[src/rtl/mdb_pkg.sv]
// mdb_pkg: shared debounce FSM state type and synchroniser depth
package mdb_pkg;
   typedef enum logic [1:0] {ZERO, WAIT1, ONE, WAIT0} db_state_t;
   localparam int SYNC_STAGES = 2;
endpackage

[src/rtl/db_channel.sv]
// db_channel: one button channel (synchroniser, debounce FSM, stability counter, edge detector)
// RAW_COUNT_EN adds a rising-edge pulse of the synchronised, undebounced level.
module db_channel
   import mdb_pkg::*;
#(
   parameter int DB_CYCLES = 1_000_000
) (
   input  logic clk,
   input  logic reset,
   input  logic btn,
`ifdef RAW_COUNT_EN
   output logic raw_rise,
`endif
   output logic db_level,
   output logic tick
);
   localparam int DB_W = $clog2(DB_CYCLES);
   localparam logic [DB_W-1:0] LOAD = DB_W'(DB_CYCLES - 1);
   logic [SYNC_STAGES-1:0] sync;
   logic [DB_W-1:0] stab, stab_n;
   logic s, db_prev;
   db_state_t state, state_n;
   assign s = sync[SYNC_STAGES-1];
   always_ff @(posedge clk) begin
      if (reset) begin
         sync <= '0;
         state <= ZERO;
         stab <= '0;
         db_prev <= 1'b0;
      end else begin
         sync <= {sync[SYNC_STAGES-2:0], btn};
         state <= state_n;
         stab <= stab_n;
         db_prev <= db_level;
      end
   end
   // WAIT states count down the remaining stable samples; any disagreement aborts
   always_comb begin
      state_n = state;
      stab_n = stab;
      case (state)
         ZERO:  if (s) begin state_n = WAIT1; stab_n = LOAD; end
         WAIT1: if (!s) state_n = ZERO; else if (stab == '0) state_n = ONE; else stab_n = stab - 1'b1;
         ONE:   if (!s) begin state_n = WAIT0; stab_n = LOAD; end
         WAIT0: if (s) state_n = ONE; else if (stab == '0) state_n = ZERO; else stab_n = stab - 1'b1;
         default: state_n = ZERO;
      endcase
   end
   assign db_level = (state == ONE) || (state == WAIT0);
   assign tick = db_level & ~db_prev;
`ifdef RAW_COUNT_EN
   logic raw_prev;
   always_ff @(posedge clk) raw_prev <= reset ? 1'b0 : s;
   assign raw_rise = s & ~raw_prev;
`endif
endmodule

[src/rtl/multi_db_counter.sv]
// multi_db_counter: N_CH debounced buttons, each with a wrap/saturating event counter
// Defining RAW_COUNT_EN adds raw_count_out, counting undebounced synchronised rising edges.
module multi_db_counter #(
   parameter int N_CH = 4,
   parameter int CNT_W = 8,
   parameter int DB_CYCLES = 1_000_000,
   parameter int SAT_MODE = 0,
   localparam int SEL_W = (N_CH > 1) ? $clog2(N_CH) : 1
) (
   input  logic             clk,
   input  logic             reset,
   input  logic [N_CH-1:0]  btn,
   input  logic             clr,
   input  logic [SEL_W-1:0] sel,
   output logic [N_CH-1:0]  db_level,
   output logic [N_CH-1:0]  tick,
   output logic [N_CH-1:0]  ovf,
`ifdef RAW_COUNT_EN
   output logic [CNT_W-1:0] raw_count_out,
`endif
   output logic [CNT_W-1:0] count_out
);
   logic [CNT_W-1:0] cnt [N_CH];
   logic sel_ok;
   assign sel_ok = int'(sel) < N_CH;
   function automatic logic [CNT_W-1:0] bump(input logic [CNT_W-1:0] c);
      return (&c) ? ((SAT_MODE != 0) ? c : '0) : c + 1'b1;
   endfunction
`ifdef RAW_COUNT_EN
   logic [N_CH-1:0] raw_rise;
`endif
   for (genvar g = 0; g < N_CH; g++) begin : g_ch
      db_channel #(.DB_CYCLES(DB_CYCLES)) u_ch (
         .clk(clk),
         .reset(reset),
         .btn(btn[g]),
`ifdef RAW_COUNT_EN
         .raw_rise(raw_rise[g]),
`endif
         .db_level(db_level[g]),
         .tick(tick[g])
      );
   end
   // clr has priority over a coincident tick, so that tick is dropped
   always_ff @(posedge clk) begin
      for (int i = 0; i < N_CH; i++) begin
         if (reset || clr) begin
            cnt[i] <= '0;
            ovf[i] <= 1'b0;
         end else if (tick[i]) begin
            cnt[i] <= bump(cnt[i]);
            if (&cnt[i]) ovf[i] <= 1'b1;
         end
      end
      count_out <= (reset || !sel_ok) ? '0 : cnt[sel];
   end
`ifdef RAW_COUNT_EN
   logic [CNT_W-1:0] raw_cnt [N_CH];
   always_ff @(posedge clk) begin
      for (int i = 0; i < N_CH; i++)
         if (reset || clr) raw_cnt[i] <= '0;
         else if (raw_rise[i]) raw_cnt[i] <= bump(raw_cnt[i]);
      raw_count_out <= (reset || !sel_ok) ? '0 : raw_cnt[sel];
   end
`endif
endmodule

[config.mk]
export PLATFORM = sky130hd
export DESIGN_NAME = multi_db_counter
export DESIGN_NICKNAME = d
export VERILOG_FILES = /design/src/rtl/mdb_pkg.sv /design/src/rtl/db_channel.sv /design/src/rtl/multi_db_counter.sv
export SDC_FILE = /design/constraint.sdc
export NUM_CORES = 1
export LEC_CHECK = 0
export ABC_CLOCK_PERIOD_IN_PS = 2150
export CORE_UTILIZATION = 25
export DETAILED_ROUTE_END_ITERATION = 6
export DONT_BUFFER_PORTS = 1
export PLACE_DENSITY_LB_ADDON = 0.1
export SLEW_MARGIN = 20
export SYNTH_ARGS = -nofsm -noshare
export SYNTH_HDL_FRONTEND = slang
export SYNTH_SLANG_ARGS = --single-unit
[constraint.sdc]
create_clock -name clk -period 2.15 [get_ports clk]
set_input_delay 0.3225 -clock clk [delete_from_list [all_inputs] [get_ports clk]]
set_output_delay 0.3225 -clock clk [all_outputs]
set_load 0.02 [all_outputs]
Word level (Yosys, flattened, before mapping). Memories as Yosys holds them, arrays and structs flattened. A register that Yosys moved wholly into a read port is not among the register bits. Index checks and enable logic that the tools add are counted. W data, S select, Z words.

Bitwise logic cells: 12. Multiplexer cells: 74. Equal/unequal tests: 36. $add $sub $neg: 8. Reductions and logical operators: 29.

Operator list (number): $mux W20 (20); $pmux W20 S4 (4); $logic_not A20 Y1 (4); $sub A20 B1 Y20 const B (4); $mux W8 (8); $mux W2 (24); $reduce_and A9 Y1 (4); $add A8 B1 Y8 const B (4); $pmux W2 S4 (4); $reduce_and A4 Y1 (8); $reduce_and A8 Y1 (4); $eq A2 B2 Y1 const B (8); $ne A2 B1 Y1 const B (8); $ne A2 B2 Y1 const B (8); $mux W1 (14); $ne A3 B1 Y1 const B (4); $ne A3 B3 Y1 const B (4); $eq A2 B1 Y1 const B (4); $logic_not A2 Y1 (4); $logic_or A1 B1 Y1 (5); $and A1 B1 Y1 (4); $not A1 Y1 (4); $or A1 B1 Y1 (4).

RAM bits: 32. Bits of input ports: 9. Output and inout port bits: 20. Memories: 1. Register bits: 104. Logic and storage cells: 180.

Memories: cnt (depth 4, width 8, rd ports 5, clocked after memory_dff 1, wr ports 4, line multi_db_counter.sv:23) `logic [CNT_W-1:0] cnt [N_CH];`.

Depth between registers and ports, before layout. Gate-level depths: netlist of the first run.

Word-level depth: 7. Gate-level depth with buffers: 8. Mapped depth without buffers: 7.

Modules after synthesis. A second synthesis of the first run with hierarchy kept.

Cells, all modules: 783. Area total of the unflattened synthesis: 7259.5 um^2.

Modules (own cells, without submodules): db_channel (seq. area each 500.5 um^2, instances 4, area an instance 1243.7 um^2, cells an instance 147); multi_db_counter (seq. area each 1201.2 um^2, instances 1, area an instance 2284.7 um^2, cells an instance 195).

Worst setup path after synthesis of the first run. OpenSTA, ideal clock, no wires.

Kind: register -> register. Start point: reg g_ch[1].u_ch.stab[10]. End point: reg g_ch[1].u_ch.stab[18]. Clock period less this slack: 2.076 ns. Library setup time: 0.133 ns. Data arrival time: 1.944 ns. Buffers on the path: 1. Path slack: 0.074 ns. Data required time: 2.017 ns. Cell stages (with the launch flop): 7. Cell sequence: dfxtp_1 > or4_4 > buf_6 > or4_4 > nor4_2 > xnor2_1 > a21oi_1.

Cells in the longest elaborated chain, start to end: 4. Elaborated cells between the ends (all ways): 6. Those cells by class: add/sub (1); mux (4); reduce/logical (1).

RTL lines: from (decl) (line db_channel.sv:20) `logic [DB_W-1:0] stab, stab_n;`; from (signal assigned) (line db_channel.sv:33) `stab <= stab_n;`; $sub A20 B1 Y20 / $logic_not A20 Y1 (equally long branches) (line db_channel.sv:43, db_channel.sv:45); $mux W20 (*) (line db_channel.sv:43, db_channel.sv:45); $mux W20 (on tied branches) (line db_channel.sv:45, db_channel.sv:43); $pmux W20 S4 (*) (line db_channel.sv:41) `case (state)`.

Every way passes the cells marked *; elsewhere a longest branch is shown, timed or not. The select of a mux whose other input is x is not followed. A chain may end at the register's enable or synchronous reset.

Worst setup path in the final report of the first run.
Start point: reg g_ch[3].u_ch.stab[7]. End point: reg g_ch[3].u_ch.stab[19].

Cells in the longest elaborated chain, start to end: 4. Elaborated cells between the ends (all ways): 6. Those cells by class: add/sub (1); mux (4); reduce/logical (1).

RTL lines (line): from (decl) (db_channel.sv:20); from (signal assigned) (db_channel.sv:33); $sub A20 B1 Y20 / $logic_not A20 Y1 (equally long branches) (db_channel.sv:43, db_channel.sv:45); $mux W20 (*) (db_channel.sv:43, db_channel.sv:45); $mux W20 (on tied branches) (db_channel.sv:45, db_channel.sv:43); $pmux W20 S4 (*) (db_channel.sv:41).

Marked as above.

==> flow_summary.json, run 1 <==
{
  "status": "finished, final reports clean",
  "cp.buffers_inverters": 0,
  "die_area_sq_um": 29100,
  "finalPower_mw": 7.20,
  "fin_hold_ws_ns": 0.0287,
  "dp_hpwl_um": 11800,
  "grt_usage_pct": 12.3,
  "cpPeakStageDelay_ns": 0.57,
  "cts.path.max_buffers": 2,
  "syn_area_per_cell_sq_um": 9.35,
  "mappedNetlistArea_sq_um": 7110,
  "synth_top_area_share_pct": 31.5,
  "ys_seq_area_share_pct": 45.1,
  "n_antenna_cell": 0,
  "cts_tree": "yes",
  "skew_ns": 0.00936,
  "critical-path-slowest-cell": "or4_4",
  "cp_top_family": "simple AND/OR/NAND/NOR gates",
  "stdcell_count": 1184,
  "syn2layout_area_growth_pct": 19.2,
  "powerDensity_nw_per_um2": 850,
  "die_y_um": 171,
  "r2r_cells": 4,
  "vdd_ir_drop_max_mv": 0.518,
  "synth_cell_type_count": 59,
  "timing.final.crit_period_ns": 2.05,
  "grt_pass1_vias": 5604,
  "drtAntennaViolNets": 0,
  "tightestPinTransition_ns": 0.616,
  "drive_above_1_share_pct": 15.5,
  "ys_ff_latch": 144,
  "firstDrtPassIters": 5,
  "worst_hold_path.num_cells": 1,
  "ys.flop_type": "dfxtp_1",
  "fp-row-count": 61,
  "max_slew_margin_pct": 58.9,
  "vias": 5601,
  "drt_drc_violations_left": 0,
  "drtIter0Drc": 307,
  "die_w_um": 171,
  "numPortBuffers": 0,
  "synth_edf_count": 32,
  "path_class": "reg2reg",
  "cp.arrival_ns": 2.40,
  "place.gp.congestion": 0.804,
  "synth_cells": 760,
  "cap_violations": 0,
  "async_flop_share_pct": 0,
  "cts_buffers": 17,
  "fin_crit_sh_pct": 95.3,
  "grt_antenna_before_repair": 0,
  "end_kind": "register",
  "fillCellCount": 2874,
  "hold_viol_final": 0,
  "num-nets-final": 814,
  "synth.top_cells.by_area": "dfxtp_1 32%, edfxtp_1 14%, xnor2_1 6.2%",
  "cp_max_fo": 6,
  "ys_top_cells_by_count": "112 x dfxtp_1, 95 x nor2_1, 51 x a21oi_1, 50 x xnor2_1",
  "worstHoldPathType": "in2reg",
  "fin_tns_setup_ns": 0,
  "routed_wl_um": 17000,
  "max_freq_ghz": 0.488,
  "grt_setup_unrepaired": "no",
  "wire_per_inst_um": 14.4,
  "htreeDepth": 4,
  "dp_cells": 1146,
  "clk_latency_ns": 0.43,
  "clock-sinks": 144,
  "cts_root_buf": "clkbuf_16",
  "start_kind": "register",
  "start_util_pct": 25.5,
  "synth_most_common_cell": "dfxtp_1",
  "drv_slew": 0,
  "grt_max_degree": 57,
  "coreArea_sq_um": 27900,
  "synth_fp_nets": 781,
  "crit_cells": 4,
  "path_clk_slew_ns": 0.07,
  "grt_pass1_wl_um": 28300,
  "finalSetupViolCount": 0,
  "yosysWarnings": 0,
  "viasPerCell": 4.73,
  "power_leakage_nw": 3.04,
  "overflow": 0,
  "ios": 29,
  "crit_path_cell_trace": "or4_4, or3_1, or4b_1, a31oi_1",
  "yosysTopAreaCell": "dfxtp_1",
  "crit_required_ns": 2.50
}
-- cell usage in the layout (no fill, tap or decap), types with 11 or more instances in the layout --
cell         n
and2_1      11
a21oi_1     51
o21ai_0     19
nand2_1     34
edfxtp_1    32
nor2b_1     13
nand4_1     16
xnor2_1     50
xor2_1      31
buf_4       50
nor4_1      15
nand3_1     34
inv_1       22
ha_1        12
nor3_1      23
dfxtp_1    112
clkbuf_16   17
nor2_1      95
or3_1       18
-- where the power goes --
group | switching, mW | leakage (nW) | internal, mW | total, mW
clock | 1.32 | 0.286 | 1.65 | 2.98
combinational | 0.605 | 1.48 | 0.534 | 1.14
sequential | 0.172 | 1.27 | 2.92 | 3.09
total | 2.10 | 3.04 | 5.10 | 7.20
-- cells by family after synthesis --
kind of cell             after synthesis  share of synthesized area, %
AND/OR/NAND/NOR                      325                          25.0
flip-flops                           144                          45.1
AO/OA/AOI/OAI                        124                          10.9
XOR/XNOR                              82                          10.1
buffers and inverters                 62                          3.86
adder cells (fa/ha/maj)               12                          2.11
multiplexers                          11                          2.98
-- area by class of cell --
type	instances	area (sq um)	share of cell area, %
Multi-Input combinational cell	554	3690	43.6
Sequential cell	144	3200	37.8
Tap cell	378	473	5.58
Timing Repair Buffer	54	429	5.07
Clock buffer	17	425	5.02
Clock inverter	15	165	1.95
Inverter	22	82.6	0.975
-- stage by stage --
step / instance area (sq um) / utilization (%) / setup slack, ns
after floorplan: 7110 / - / 0.0736
after global placement: 7750 / 27.8 / 0.0642
after detailed placement: 7750 / 27.8 / 0.00244
after CTS: 8380 / 30.1 / 0.0417
after global routing: 8470 / 30.4 / 0.00122
final: 8470 / 30.4 / 0.102
-- sequential cells by signal, summed over array words and instances, names as in the netlist, named ones only --
register / cells
g_ch.u_ch.state: 4
g_ch.u_ch.sync: 8
g_ch.u_ch.stab: 80
cnt: 32
g_ch.u_ch.db_prev: 4
count_out: 8
ovf: 4
-- worst paths after layout --
path,start,end,slack [ns]
hold / removal,reset,g_ch[2].u_ch.stab[18],0.03
setup reg to reg,g_ch[3].u_ch.stab[7],g_ch[3].u_ch.stab[19],0.10
hold reg to reg,g_ch[1].u_ch.sync[0],g_ch[1].u_ch.sync[1],0.44
setup / recovery,g_ch[3].u_ch.stab[7],g_ch[3].u_ch.stab[19],0.10
-- layer usage --
layer,vias up,global-route usage (%),part of all wire (%)
met2,98,20.0,46
li1,2821,-,-
met5,-,0,0
met3,22,2.75,3.5
met1,2660,15.8,49
met4,0,4.66,2.0
-- repair_timing --
| action | CTS | global route |
|---|---|---|
| hold buffers | 2 | 0 |
| gates cloned | 0 | 1 |
| setup buffers | 0 | 3 |
| pin swaps | 0 | 3 |
| setup endpoints to repair | 1 | 17 |
| hold endpoints to repair | 56 | 0 |
| resized for setup | 1 | 15 |
Power figures use the tool's default switching activity.
==> run 2, diff against run 1 <==
--- a/config.mk
+++ b/config.mk
@@ -6,7 +6,7 @@
 export NUM_CORES = 1
 export LEC_CHECK = 0
 export ABC_CLOCK_PERIOD_IN_PS = 2150
-export CORE_UTILIZATION = 25
+export CORE_UTILIZATION = 58
 export DETAILED_ROUTE_END_ITERATION = 6
 export DONT_BUFFER_PORTS = 1
 export PLACE_DENSITY_LB_ADDON = 0.1
==> run 2 against run 1 <==
  * Critical path depth rose by 2
  * Setup slack lost 0.033 ns
  * Count of clock-buffer cells in the layout up 8
  * Fmax fell by 1.6%
  * Die area fell by 56%
  * Core utilization rose by 38 points
  * Cell area down 3.5%
  * Via count is 0.39% lower
  * Routed wire length down 9.3%
  * Power increased by 2.6%
  * Non-clock buffer count is 12 lower
  * Hold slack worse by 0.0054 ns
  * Highest routed layer unchanged
==> flow_summary.json, run 2 (synthesis gave the netlist of run 1 again) <==
{
  "grt_pass1_vias": 5470,
  "start_kind": "register",
  "power_leakage_nw": 3.00,
  "finalPower_mw": 7.39,
  "fp-row-count": 40,
  "die_y_um": 113,
  "reg_top3": "g_ch.u_ch.stab x80, cnt x32",
  "coreArea_sq_um": 12000,
  "die_w_um": 113,
  "cts_root_buf": "clkbuf_16",
  "routed_wl_um": 15400,
  "cts.path.max_buffers": 2,
  "skew_ns": 0.00984,
  "status": "finished, final reports clean",
  "drtIter0Drc": 434,
  "syn2layout_area_growth_pct": 15.1,
  "start_util_pct": 59.4,
  "final_common_cell": "dfxtp_1",
  "end_kind": "register",
  "clock-sinks": 144,
  "grt_antenna_before_repair": 0,
  "clk_latency_ns": 0.42,
  "tightestPinTransition_ns": 0.581,
  "place.gp.congestion": 0.868,
  "grt_setup_unrepaired": "no",
  "vdd_ir_drop_max_mv": 0.746,
  "fin_hold_ws_ns": 0.0232,
  "drt_drc_violations_left": 0,
  "die_area_sq_um": 12700,
  "timing.final.crit_period_ns": 2.08,
  "powerDensity_nw_per_um2": 904,
  "mostFrequentLayoutCells": "112 x dfxtp_1, 95 x nor2_1, 51 x a21oi_1",
  "grt_usage_pct": 26.0,
  "wire_per_inst_um": 16.4,
  "largest_reg_flops": 80,
  "max_slew_margin_pct": 60.9,
  "grt_pass1_wl_um": 26100,
  "firstDrtPassIters": 4,
  "overflow": 0,
  "path_clk_slew_ns": 0.06,
  "cts_tree": "yes",
  "dp_hpwl_um": 10300,
  "largest-register": "g_ch.u_ch.stab",
  "worst_hold_path.num_cells": 1,
  "crit_required_ns": 2.49,
  "num-nets-final": 802,
  "drv_slew": 0,
  "ios": 29,
  "cp_max_fo": 12,
  "htreeDepth": 4,
  "worstHoldPathType": "in2reg",
  "hold_viol_final": 0,
  "cap_violations": 0,
  "fin_crit_sh_pct": 96.8,
  "cts_buffers": 17,
  "cp.arrival_ns": 2.43,
  "viasPerCell": 5.93,
  "vias": 5579,
  "grt_max_degree": 56,
  "fillCellCount": 938,
  "r2r_cells": 6,
  "fin_tns_setup_ns": 0,
  "n_antenna_cell": 0,
  "numPortBuffers": 0,
  "path_class": "reg2reg",
  "drive_above_1_share_pct": 13.9,
  "finalSetupViolCount": 0,
  "max_freq_ghz": 0.480,
  "drtAntennaViolNets": 0
}
[run 2: changes by cell type in the layout (fill, tap and decap cells not counted), sizes merged]
cell	change
dlygate4sd3	+2
inv	-10
bufinv	+2
clkinv	-1
clkinvlp	+1
clkdlybuf4s15	+1
buf	-15
clkbuf	+8
[run 2: metal layers]
metal / track usage, % / routed length, um
met5: 0 / 0
met3: 7.18 / 626
met4: 8.36 / 187
met1: 31.5 / 6760
met2: 44.8 / 7870
[run 2: power by group]
part	internal, mW	switching [mW]	leakage, nW
combinational	0.516	0.589	1.41
sequential	2.92	0.176	1.27
clock	2.09	1.10	0.311
total	5.53	1.86	3.00
[run 2: critical path: stages (launching register included)]
cell       delay (ns)
dfxtp_1          0.32
or4_4            0.58
nor2_1           0.11
o2111ai_1        0.13
buf_4            0.22
or4b_1           0.47
a31oi_1          0.19
[run 2: area by class of cell]
class	instances	area, sq um	area share [%]
clock buffer	25	539	6.60
clock inverter	7	118	1.44
inverter	22	82.6	1.01
multi-input combinational	554	3710	45.3
sequential	144	3200	39.2
tap	147	184	2.25
timing repair buffer	42	343	4.19
[run 2: repair_timing]
action	CTS	global route
resized for setup	1	20
setup buffers	0	3
pin swaps	0	3
hold buffers	4	0
endpoints found under the hold margin	55	0
cloned	0	1
setup endpoints to repair	1	20
[run 2: final timing paths]
kind	start	end	slack, ns
setup / recovery	g_ch[3].u_ch.stab[2]	g_ch[3].u_ch.stab[19]	0.07
hold / removal	reset	g_ch[2].u_ch.stab[14]	0.02
setup reg to reg	g_ch[3].u_ch.stab[2]	g_ch[3].u_ch.stab[19]	0.07
hold reg to reg	g_ch[3].u_ch.sync[0]	g_ch[3].u_ch.sync[1]	0.43
[run 2: metrics by stage]
step / cells / worst slack [ns] / utilization [%] / instance area (sq um)
after floorplan: 760 / 0.0736 / - / 7110
after detailed placement: 901 / 0.0347 / 61.5 / 7350
final: 941 / 0.0684 / 68.4 / 8180
after global placement: 901 / 0.0811 / 61.5 / 7350
after CTS: 937 / 0.0108 / 67.4 / 8070
after global routing: 941 / 0.00264 / 68.4 / 8180
==> run 3, diff against run 2 <==
--- a/config.mk
+++ b/config.mk
@@ -6,7 +6,8 @@
 export NUM_CORES = 1
 export LEC_CHECK = 0
 export ABC_CLOCK_PERIOD_IN_PS = 2150
-export CORE_UTILIZATION = 58
+export CORE_UTILIZATION = 46
+export CTS_BUF_LIST = sky130_fd_sc_hd__clkbuf_8
 export DETAILED_ROUTE_END_ITERATION = 6
 export DONT_BUFFER_PORTS = 1
 export PLACE_DENSITY_LB_ADDON = 0.1
==> run 3 against run 2 <==
  * Register-to-register slack got worse by 0.03 ns
  * Cell count rose by 4.5%
  * Critical endpoint is now g_ch[0].u_ch.stab[1]
  * Global-route usage is 6.1 points lower
  * Core utilization decreased by 15 points
  * Clock skew is 0.0028 ns higher
  * Setup slack worse by 0.029 ns
==> flow_summary.json, run 3 (synthesis gave the netlist of run 1 again) <==
{
  "start_kind": "register",
  "start_util_pct": 46.9,
  "cp.arrival_ns": 2.47,
  "cts_root_buf": "clkbuf_8",
  "fin_hold_ws_ns": 0.0274,
  "max_freq_ghz": 0.474,
  "power_leakage_nw": 2.92,
  "crit_required_ns": 2.51,
  "max_slew_margin_pct": 59.1,
  "path_clk_slew_ns": 0.07,
  "grt_setup_unrepaired": "yes",
  "fillCellCount": 1370,
  "vdd_ir_drop_max_mv": 0.668,
  "die_w_um": 126,
  "grt_max_degree": 63,
  "drive_above_1_share_pct": 14.5,
  "grt_pass1_wl_um": 25800,
  "die_area_sq_um": 16000,
  "fin_tns_setup_ns": 0,
  "final_cell_area_sq_um": 8010,
  "routed_wl_um": 15200,
  "critical-path-slowest-cell": "or4_4",
  "coreArea_sq_um": 15100,
  "clock-sinks": 144,
  "regArea_sq_um": 3200,
  "drt_drc_violations_left": 0,
  "ios": 29,
  "reg_top3": "g_ch.u_ch.stab x80, cnt x32",
  "tightestPinTransition_ns": 0.609,
  "n_antenna_cell": 0,
  "worstHoldPathType": "in2reg",
  "fin_crit_sh_pct": 98.2,
  "cts_tree": "yes",
  "fp-row-count": 45,
  "vias": 5531,
  "hold_viol_final": 0,
  "status": "finished, final reports clean",
  "final_common_cell": "dfxtp_1",
  "cp_top_family": "simple AND/OR/NAND/NOR gates",
  "finalWorstSetupSlack_ns": 0.0391,
  "cpMostUsedCell": "buf_4",
  "dp_cells": 941,
  "overflow": 0,
  "crit_cells": 7,
  "syn2layout_area_growth_pct": 12.7,
  "largest-register": "g_ch.u_ch.stab",
  "stdcell_count": 983,
  "grt_pass1_vias": 5439,
  "wire_per_inst_um": 15.5,
  "cp.buffers_inverters": 2,
  "htreeDepth": 4,
  "placed_area_sq_um": 7400,
  "r2r_cells": 7,
  "drtAntennaViolNets": 0,
  "num-nets-final": 803,
  "drv_slew": 0,
  "cp_max_fo": 6,
  "powerDensity_nw_per_um2": 819,
  "end_kind": "register",
  "timing.final.crit_period_ns": 2.11,
  "viasPerCell": 5.63,
  "multi_input_area_sq_um": 3690,
  "place.gp.congestion": 0.809,
  "skew_ns": 0.0126,
  "drtIter0Drc": 343,
  "dp_hpwl_um": 10700,
  "finalSetupViolCount": 0,
  "numPortBuffers": 0,
  "cap_violations": 0,
  "cpPeakStageDelay_ns": 0.55,
  "firstDrtPassIters": 4,
  "cts.path.max_buffers": 2,
  "path_class": "reg2reg",
  "preCtsSetupSlack_ns": 0.0311,
  "die_y_um": 126,
  "clk_latency_ns": 0.45,
  "cts_buffers": 17,
  "mostFrequentLayoutCells": "111 x dfxtp_1, 94 x nor2_1, 51 x a21oi_1",
  "worst_hold_path.num_cells": 1,
  "grt_usage_pct": 19.9,
  "crit_path_cell_trace": "or4_4, nor4b_4, buf_4, buf_4, nand4b_1, and3_1, a211oi_1",
  "largest_reg_flops": 80,
  "grt_antenna_before_repair": 0
}
## run 3: changes by cell type in the layout (fill, tap and decap cells not counted), moves of 3 or more
| cell | delta |
|---|---|
| a2111oi_0 | +3 |
| a2111oi_1 | -4 |
| buf_4 | +3 |
| clkbuf_1 | -3 |
| clkbuf_16 | -20 |
| clkbuf_8 | +18 |
## run 3: per-stage QoR
step | total power, mW | util (%)
2_1_floorplan | 3.88 | -
3_3_place_gp | 4.10 | 48.8
3_5_place_dp | 4.12 | 48.8
4_1_cts | 6.48 | 52.0
5_1_grt | 6.86 | 52.9
6_report | 6.56 | 52.9
## run 3: routing by layer
metal	share of wire [%]	GRT usage, %	vias up	routed length [um]
li1	-	-	2798	-
met1	48	25.3	2654	7250
met2	49	34.0	65	7400
met3	2.9	4.72	14	440
met4	0.98	5.17	0	150
met5	0	0	-	0
## run 3: layout make-up
cell class | count | area share [%]
clock buffer | 20 | 3.44
clock inverter | 12 | 2.06
inverter | 22 | 1.03
multi-input combinational | 554 | 46.1
sequential | 144 | 40.0
tap | 188 | 2.94
timing repair buffer | 43 | 4.41
## run 3: path summary, 6_finish.rpt
path,to,slack (ns),start
max,g_ch[0].u_ch.stab[1],0.04,g_ch[0].u_ch.stab[5]
min,g_ch[2].u_ch.sync[0],0.03,btn[2]
max reg2reg,g_ch[0].u_ch.stab[1],0.04,g_ch[0].u_ch.stab[5]
min reg2reg,g_ch[1].u_ch.sync[1],0.44,g_ch[1].u_ch.sync[0]
## run 3: report_power, final
part	switching [mW]	internal (mW)	total (mW)
clock network	1.01	1.35	2.35
registers	0.179	2.91	3.09
logic	0.582	0.534	1.12
total	1.77	4.79	6.56
## run 3: worst register-to-register path, stage by stage (launching register included)
cell	delay, ns
dfxtp_1	0.35
or4_4	0.56
nor4b_4	0.30
buf_4	0.19
buf_4	0.12
nand4b_1	0.09
and3_1	0.20
a211oi_1	0.22
## run 3: timing repair
action / in CTS / in global routing
endpoints found under the hold margin: 62 / 0
endpoints found under the setup margin: 0 / 15
resized for setup: 0 / 16
buffers inserted: 0 / 7
hold buffers: 2 / 0
